--- src/rtl/win_judge_ctrl_pkg.sv ---
// Shared gobang constants, encodings and coordinate helper used by the
// win-judge sequencer, its interface and the five-in-a-row checker.
package gobang_pkg;

    localparam int BOARD_N = 15;
    localparam int CELLS   = BOARD_N * BOARD_N;
    localparam int WIN_LEN = 5;

    typedef enum logic [1:0] {
        DIR_H    = 2'd0,
        DIR_V    = 2'd1,
        DIR_DIAG = 2'd2,
        DIR_ANTI = 2'd3
    } dir_e;

    typedef enum logic {
        P_BLACK = 1'b0,
        P_WHITE = 1'b1
    } player_e;

    typedef enum logic [1:0] {
        IDLE  = 2'd0,
        CHECK = 2'd1,
        DONE  = 2'd2
    } state_e;

    function automatic logic coord_ok(input logic [3:0] row, input logic [3:0] col);
        return (row < 4'(BOARD_N)) && (col < 4'(BOARD_N));
    endfunction

endpackage

--- src/rtl/win_judge_ctrl_if.sv ---
// Move request / verdict bundle between the move source and the win judge.
// master = move source + result consumer, slave = win_judge_ctrl.
interface win_judge_ctrl_if;
    import gobang_pkg::*;

    logic               move_valid;
    logic               move_ready;
    logic [3:0]         move_row;
    logic [3:0]         move_col;
    logic               move_player;
    logic [CELLS-1:0]   board_black;
    logic [CELLS-1:0]   board_white;
    logic               game_clr;
    logic               busy;
    logic               result_valid;
    logic               win;
    logic               winner;
    logic [1:0]         win_dir;
    logic               coord_err;
    logic               draw;

    modport master (
        output move_valid, move_row, move_col, move_player,
        output board_black, board_white, game_clr,
        input  move_ready, busy, result_valid, win, winner,
        input  win_dir, coord_err, draw
    );

    modport slave (
        input  move_valid, move_row, move_col, move_player,
        input  board_black, board_white, game_clr,
        output move_ready, busy, result_valid, win, winner,
        output win_dir, coord_err, draw
    );

endinterface

--- src/rtl/win_judge_ctrl_line_five_check.sv ---
// Combinational five-in-a-row test through (row, col) along one direction.
// Every window position that contains the cell is tried; off-board cells fail.
module line_five_check
    import gobang_pkg::*;
(
    input  logic [CELLS-1:0] board,
    input  logic [3:0]       row,
    input  logic [3:0]       col,
    input  logic [1:0]       dir,
    output logic             hit
);

    int         dr_s;
    int         dc_s;
    int         r_s;
    int         c_s;
    logic       win_ok_s;
    logic [7:0] cell_idx_s;

    // Scan all WIN_LEN windows; row/col bounds are checked separately so no window wraps.
    always_comb begin
        hit        = 1'b0;
        dr_s       = 0;
        dc_s       = 0;
        r_s        = 0;
        c_s        = 0;
        win_ok_s   = 1'b0;
        cell_idx_s = 8'd0;
        case (dir_e'(dir))
            DIR_H:    begin dr_s = 0; dc_s = 1;  end
            DIR_V:    begin dr_s = 1; dc_s = 0;  end
            DIR_DIAG: begin dr_s = 1; dc_s = 1;  end
            DIR_ANTI: begin dr_s = 1; dc_s = -1; end
            default:  begin dr_s = 0; dc_s = 1;  end
        endcase
        for (int s = 0; s < WIN_LEN; s++) begin
            win_ok_s = 1'b1;
            for (int k = 0; k < WIN_LEN; k++) begin
                r_s = int'(row) + (k - s) * dr_s;
                c_s = int'(col) + (k - s) * dc_s;
                if ((r_s < 0) || (r_s >= BOARD_N) || (c_s < 0) || (c_s >= BOARD_N)) begin
                    win_ok_s = 1'b0;
                end else begin
                    cell_idx_s = 8'(r_s * BOARD_N + c_s);
                    if (!board[cell_idx_s]) begin
                        win_ok_s = 1'b0;
                    end else begin
                        win_ok_s = win_ok_s;
                    end
                end
            end
            if (win_ok_s) begin
                hit = 1'b1;
            end else begin
                hit = hit;
            end
        end
    end

endmodule

--- src/rtl/win_judge_ctrl.sv ---
// Win judge: snapshots the mover's board and walks four directions through
// one shared line_five_check. Optional draw counter: WIN_JUDGE_DRAW_DETECT_EN.
module win_judge_ctrl
    import gobang_pkg::*;
(
    input  logic             clk,
    input  logic             rst,
    win_judge_ctrl_if.slave  jif
);

    state_e           state_q, state_d;
    logic [1:0]       dir_cnt_q, dir_cnt_d;
    logic [3:0]       row_q, row_d;
    logic [3:0]       col_q, col_d;
    logic             player_q, player_d;
    logic             bad_q, bad_d;
    logic [CELLS-1:0] snap_q, snap_d;

    logic             move_ready_q, move_ready_d;
    logic             busy_q, busy_d;
    logic             result_valid_q, result_valid_d;
    logic             win_q, win_d;
    logic             winner_q, winner_d;
    logic [1:0]       win_dir_q, win_dir_d;
    logic             coord_err_q, coord_err_d;
    logic             draw_q, draw_d;

    logic             accept_s;
    logic             hit_s;
    logic             board_full_s;

    assign accept_s = jif.move_valid && move_ready_q;

    line_five_check u_line_five_check (
        .board (snap_q),
        .row   (row_q),
        .col   (col_q),
        .dir   (dir_cnt_q),
        .hit   (hit_s)
    );

`ifdef WIN_JUDGE_DRAW_DETECT_EN
    logic [7:0] move_cnt_q, move_cnt_d;
    logic [7:0] cnt_base_s;

    // game_clr wins over a concurrent move so the new move is counted from zero.
    always_comb begin
        cnt_base_s = jif.game_clr ? 8'd0 : move_cnt_q;
        if (accept_s && coord_ok(jif.move_row, jif.move_col) && (cnt_base_s < 8'(CELLS))) begin
            move_cnt_d = cnt_base_s + 8'd1;
        end else begin
            move_cnt_d = cnt_base_s;
        end
    end

    // Move counter register.
    always_ff @(posedge clk) begin
        if (rst) begin
            move_cnt_q <= 8'd0;
        end else begin
            move_cnt_q <= move_cnt_d;
        end
    end

    assign board_full_s = (move_cnt_q == 8'(CELLS));
`else
    assign board_full_s = 1'b0;
`endif

    // Next-state and next-output logic; verdict outputs are nonzero only in DONE.
    always_comb begin
        state_d        = state_q;
        dir_cnt_d      = dir_cnt_q;
        row_d          = row_q;
        col_d          = col_q;
        player_d       = player_q;
        bad_d          = bad_q;
        snap_d         = snap_q;
        result_valid_d = 1'b0;
        win_d          = 1'b0;
        winner_d       = 1'b0;
        win_dir_d      = 2'd0;
        coord_err_d    = 1'b0;
        draw_d         = 1'b0;

        case (state_q)
            IDLE: begin
                if (accept_s) begin
                    row_d     = jif.move_row;
                    col_d     = jif.move_col;
                    player_d  = jif.move_player;
                    bad_d     = !coord_ok(jif.move_row, jif.move_col);
                    snap_d    = (jif.move_player == P_WHITE) ? jif.board_white : jif.board_black;
                    dir_cnt_d = 2'd0;
                    state_d   = CHECK;
                end else begin
                    state_d   = IDLE;
                end
            end
            CHECK: begin
                // A bad coordinate still spends one CHECK cycle, matching a direction-0 hit.
                if (bad_q) begin
                    state_d        = DONE;
                    result_valid_d = 1'b1;
                    coord_err_d    = 1'b1;
                    winner_d       = player_q;
                end else if (hit_s) begin
                    state_d        = DONE;
                    result_valid_d = 1'b1;
                    win_d          = 1'b1;
                    win_dir_d      = dir_cnt_q;
                    winner_d       = player_q;
                end else if (dir_cnt_q == 2'd3) begin
                    state_d        = DONE;
                    result_valid_d = 1'b1;
                    winner_d       = player_q;
                    draw_d         = board_full_s;
                end else begin
                    dir_cnt_d      = dir_cnt_q + 2'd1;
                end
            end
            DONE: begin
                state_d = IDLE;
            end
            default: begin
                state_d = IDLE;
            end
        endcase

        move_ready_d = (state_d == IDLE);
        busy_d       = (state_d != IDLE);
    end

    // State, capture and output registers.
    always_ff @(posedge clk) begin
        if (rst) begin
            state_q        <= IDLE;
            dir_cnt_q      <= 2'd0;
            row_q          <= 4'd0;
            col_q          <= 4'd0;
            player_q       <= 1'b0;
            bad_q          <= 1'b0;
            snap_q         <= '0;
            move_ready_q   <= 1'b1;
            busy_q         <= 1'b0;
            result_valid_q <= 1'b0;
            win_q          <= 1'b0;
            winner_q       <= 1'b0;
            win_dir_q      <= 2'd0;
            coord_err_q    <= 1'b0;
            draw_q         <= 1'b0;
        end else begin
            state_q        <= state_d;
            dir_cnt_q      <= dir_cnt_d;
            row_q          <= row_d;
            col_q          <= col_d;
            player_q       <= player_d;
            bad_q          <= bad_d;
            snap_q         <= snap_d;
            move_ready_q   <= move_ready_d;
            busy_q         <= busy_d;
            result_valid_q <= result_valid_d;
            win_q          <= win_d;
            winner_q       <= winner_d;
            win_dir_q      <= win_dir_d;
            coord_err_q    <= coord_err_d;
            draw_q         <= draw_d;
        end
    end

    assign jif.move_ready   = move_ready_q;
    assign jif.busy         = busy_q;
    assign jif.result_valid = result_valid_q;
    assign jif.win          = win_q;
    assign jif.winner       = winner_q;
    assign jif.win_dir      = win_dir_q;
    assign jif.coord_err    = coord_err_q;
    assign jif.draw         = draw_q;

endmodule

--- src/flat_wrapper.sv ---
// flat-port wrapper written by rule: the top's interface ports become plain ports
module win_judge_ctrl_flat import gobang_pkg::*;
  (clk, rst, jif_move_valid, jif_move_row, jif_move_col, jif_move_player, jif_board_black, jif_board_white, jif_game_clr, jif_move_ready, jif_busy, jif_result_valid, jif_win, jif_winner, jif_win_dir, jif_coord_err, jif_draw);
  win_judge_ctrl_if jif_i ();
  input  logic clk;
  input  logic rst;
  input wire logic [$bits(jif_i.move_valid)-1:0] jif_move_valid;
  input wire logic [$bits(jif_i.move_row)-1:0] jif_move_row;
  input wire logic [$bits(jif_i.move_col)-1:0] jif_move_col;
  input wire logic [$bits(jif_i.move_player)-1:0] jif_move_player;
  input wire logic [$bits(jif_i.board_black)-1:0] jif_board_black;
  input wire logic [$bits(jif_i.board_white)-1:0] jif_board_white;
  input wire logic [$bits(jif_i.game_clr)-1:0] jif_game_clr;
  output wire logic [$bits(jif_i.move_ready)-1:0] jif_move_ready;
  output wire logic [$bits(jif_i.busy)-1:0] jif_busy;
  output wire logic [$bits(jif_i.result_valid)-1:0] jif_result_valid;
  output wire logic [$bits(jif_i.win)-1:0] jif_win;
  output wire logic [$bits(jif_i.winner)-1:0] jif_winner;
  output wire logic [$bits(jif_i.win_dir)-1:0] jif_win_dir;
  output wire logic [$bits(jif_i.coord_err)-1:0] jif_coord_err;
  output wire logic [$bits(jif_i.draw)-1:0] jif_draw;
  assign jif_i.move_valid = jif_move_valid;
  assign jif_i.move_row = jif_move_row;
  assign jif_i.move_col = jif_move_col;
  assign jif_i.move_player = jif_move_player;
  assign jif_i.board_black = jif_board_black;
  assign jif_i.board_white = jif_board_white;
  assign jif_i.game_clr = jif_game_clr;
  assign jif_move_ready = jif_i.move_ready;
  assign jif_busy = jif_i.busy;
  assign jif_result_valid = jif_i.result_valid;
  assign jif_win = jif_i.win;
  assign jif_winner = jif_i.winner;
  assign jif_win_dir = jif_i.win_dir;
  assign jif_coord_err = jif_i.coord_err;
  assign jif_draw = jif_i.draw;
  win_judge_ctrl u_core (.clk(clk), .rst(rst), .jif(jif_i));
endmodule
--- config.mk ---
export PLATFORM = sky130hd
export DESIGN_NAME = win_judge_ctrl_flat
export DESIGN_NICKNAME = d
export VERILOG_FILES = /design/src/rtl/win_judge_ctrl_pkg.sv /design/src/rtl/win_judge_ctrl_if.sv /design/src/rtl/win_judge_ctrl_line_five_check.sv /design/src/rtl/win_judge_ctrl.sv /design/src/flat_wrapper.sv
export SDC_FILE = /design/constraint.sdc
export NUM_CORES = 1
export LEC_CHECK = 0
export ABC_AREA = 1
export CORE_MARGIN = 2
export CORE_UTILIZATION = 30
export DETAILED_ROUTE_END_ITERATION = 8
export GPL_TIMING_DRIVEN = 1
export SLEW_MARGIN = 20
export SYNTH_ARGS = -nofsm -noshare
export SYNTH_HDL_FRONTEND = slang
export SYNTH_SLANG_ARGS = --single-unit
--- constraint.sdc ---
create_clock -name clk -period 14.15 [get_ports clk]
set_input_delay 2.1225 -clock clk [delete_from_list [all_inputs] [get_ports clk]]
set_output_delay 2.1225 -clock clk [all_outputs]
set_load 0.05 [all_outputs]
==> results_dict.tcl <==
set metrics [dict create \
    crit_end "u_core.jif.win_dir[1]$_SDFF_PP0_" \
    synthMostInstantiatedCell "nand2_1" \
    area_growth_pct 20.64 \
    outcome "finished, violations left" \
    syn_inst 5302 \
    rsz0062_at_grt "no" \
    tightest_slew_ps 1254 \
    finClkSkew_ps 28.25 \
    fin_setup_tns_ps 0 \
    grt_pass1_vias 35128 \
    fin_cells 6954 \
    io_buffers 469 \
    fmax_mhz 110.9 \
    nets 6365 \
    vias 37247 \
    htree_levels 1 \
    synth-xor-area-share_pct 2.025 \
    cp-end-kind "flip-flop" \
    synth_top_cells_by_count "nand2_1 (1121), nand3_1 (928), inv_1 (668), a21oi_1 (653), nor2_1 (383)" \
    synthTopCellsByArea "dfxtp_1 (16%), nand3_1 (15%), nand2_1 (13%)" \
    yosys.area_share.simple_pct 34.41 \
    root_buffer "clkbuf_16" \
    yosys_register_bits 247 \
    ys_types 52 \
    synthFlopType "dfxtp_1" \
    drv_slew 0 \
    period_share_pct 63.70 \
    postCtsSetupBuffers 0 \
    synth-async-reset-ratio_pct 0 \
    crit_required_ps 14670 \
    crit_top_cell "ha_1" \
    worstSetupStartpointType "flip-flop" \
    max_stage_delay_ps 1130 \
    viasPerCell 5.356 \
    cp_max_fo 22 \
    ios 472 \
    drive_gt1_share_pct 2.842 \
    hold_class "flip-flop to flip-flop" \
    grt_overflow 0 \
    synth_top_family_by_area "simple AND/OR/NAND/NOR gates" \
    slew_headroom_pct 16.38 \
    cap_violations 0 \
    avgRoutedWirePerCell_microns 21.30 \
    drc_errors 3 \
    ant_nets 0 \
    path_clk_slew_ps 70 \
    setup_viol 0 \
    ctsHoldBuffers 0 \
    hpwl_mm 110.8 \
    synth.area.mux_share_pct 0.06339 \
    grt_pass1_wl_mm 219.6 \
    cts_resized 0 \
    grt_usage_pct 26.66 \
    netlist.area_leader.share_pct 15.66 \
    core.rowCount 119 \
    synth_edf_count 0 \
    cts.sinks 247 \
    cp_slowest_cell "ha_1" \
    clockBufferDepth 3 \
    place_inst 6903 \
    r2r_cells 29 \
    syn_area_sq_mm 0.03158 \
    synth_top_area_cell "dfxtp_1" \
    hold_violations 0 \
    grt_max_degree 263 \
    r2r_setup_slack_ps 5140 \
    min_period_ps 9013 \
    firstDrtPassIters 9 \
    violations "design-rule violations" \
    core_sq_mm 0.1048 \
    path_class "flip-flop to flip-flop" \
    clkLatencyLatePin_ps 600 \
    die_x_microns 328.5 \
    gp_congestion 1.040 \
    cts_tree "built" \
    rr_endpoint "u_core.jif.win_dir[1]$_SDFF_PP0_" \
    postRouteWirelength_mm 148.1 \
    die_area_sq_mm 0.1079 \
    numCtsBuffers 26 \
    syn_avg_cell_area_sq_um 5.956 \
    worstSetupStartpoint "u_core.dir_cnt_q[0]$_SDFFE_PP0P_" \
    synth_fa_ha_area_share_pct 17.15 \
    fillers 11521 \
    fin_util_pct 36.35 \
    start_util_pct 30.13 \
    synth-compound-area-share_pct 18.06 \
    r2r_start "u_core.dir_cnt_q[0]$_SDFFE_PP0P_" \
    drtIter0Drc 4272 \
    antenna_found_initial 9 \
    syn_nets 6127 \
    die_y_microns 328.5 \
    ys_seq_area_share_pct 15.66 \
    synth_warnings 0 \
    crit_arrival_ps 9530 \
]
## per-layer routing
metal | track usage, % | vias to the layer above | part of all wire (%)
li1 | - | 17935 | -
met1 | 35.18 | 17048 | 42
met2 | 41.59 | 1858 | 43
met3 | 6.850 | 400 | 11
met4 | 10.10 | 6 | 4.4
met5 | 0 | - | 0.028
## sequential cells by signal, indices dropped and copies added (netlist names), 2 cells and up
| signal | count |
|---|---|
| u_core.col_q | 4 |
| u_core.dir_cnt_q | 2 |
| u_core.jif.win_dir | 2 |
| u_core.row_q | 4 |
| u_core.snap_q | 225 |
| u_core.state_q | 2 |
## critical path, delay by kind of cell (launching register included)
| family | cells | cell delay (ps) |
|---|---|---|
| XOR/XNOR | 1 | 570 |
| flip-flops | 1 | 380 |
| buffers and inverters | 7 | 2240 |
| AND/OR/NAND/NOR | 14 | 2440 |
| adder cells (fa/ha/maj) | 7 | 3270 |
## cell usage in the layout (no fill, tap or decap), types with 5 or more instances in the layout
cell / instances
o21a_1: 5
o211ai_1: 34
nand4_1: 18
clkbuf_16: 27
clkdlybuf4s50_1: 468
o21ai_0: 367
fa_1: 117
ha_4: 5
nor2_1: 380
nand3_1: 928
clkbuf_1: 6
xor2_1: 27
ha_1: 236
inv_2: 17
clkinv_2: 5
o21ai_1: 16
nand2_1: 1121
nand3b_1: 15
buf_4: 50
or2_2: 9
inv_1: 666
a31oi_1: 12
xnor2_2: 9
a21oi_1: 653
dfxtp_1: 247
xnor2_1: 30
nor4_1: 13
nor3_1: 14
clkbuf_8: 7
## worst min path at each step
stage	start	end	slack, ps	cells past startpoint
finish	u_core.player_q$_SDFFE_PP0P_	u_core.player_q$_SDFFE_PP0P_	480	2
global route	u_core.player_q$_SDFFE_PP0P_	u_core.player_q$_SDFFE_PP0P_	510	2
CTS	u_core.player_q$_SDFFE_PP0P_	u_core.player_q$_SDFFE_PP0P_	480	2
detailed placement	u_core.player_q$_SDFFE_PP0P_	u_core.jif.winner$_SDFF_PP0_	470	1
floorplan	u_core.player_q$_SDFFE_PP0P_	u_core.jif.winner$_SDFF_PP0_	440	1
global placement	u_core.player_q$_SDFFE_PP0P_	u_core.jif.winner$_SDFF_PP0_	450	1
## cell type report
class,count,area [sq um],area share [%]
Antenna cell,3,7.507,0.01971
Clock buffer,40,794.5,2.085
Clock inverter,8,118.9,0.3120
Inverter,691,2608,6.844
Multi-Input combinational cell,4053,22770,59.77
Sequential cell,247,4945,12.98
Tap cell,1391,1740,4.568
Timing Repair Buffer,521,5115,13.43
## stage by stage
step / cell area, sq um / worst slack [ps] / hold WS [ps]
floorplan: 31580 / 7383 / 435.6
global route: 38090 / 4950 / 512.3
detailed placement: 37180 / 5541 / 467.2
finish: 38100 / 5137 / 481.4
global placement: 37170 / 5565 / 445.8
CTS: 38090 / 5333 / 484.1
## kinds of logic (layout without fill, tap and decap cells)
group | after synthesis | in the layout
flip-flops | 247 | 247
XOR/XNOR | 67 | 67
buffers and inverters | 1002 | 1260
other | 1 | 4
adder cells (fa/ha/maj) | 362 | 362
AND/OR/NAND/NOR | 2517 | 2517
multiplexers | 2 | 2
AO/OA/AOI/OAI | 1104 | 1104
Power is left out: the tool's default activity adds up to more than one toggle a clock period on the data nets, which glitch-free logic cannot reach.
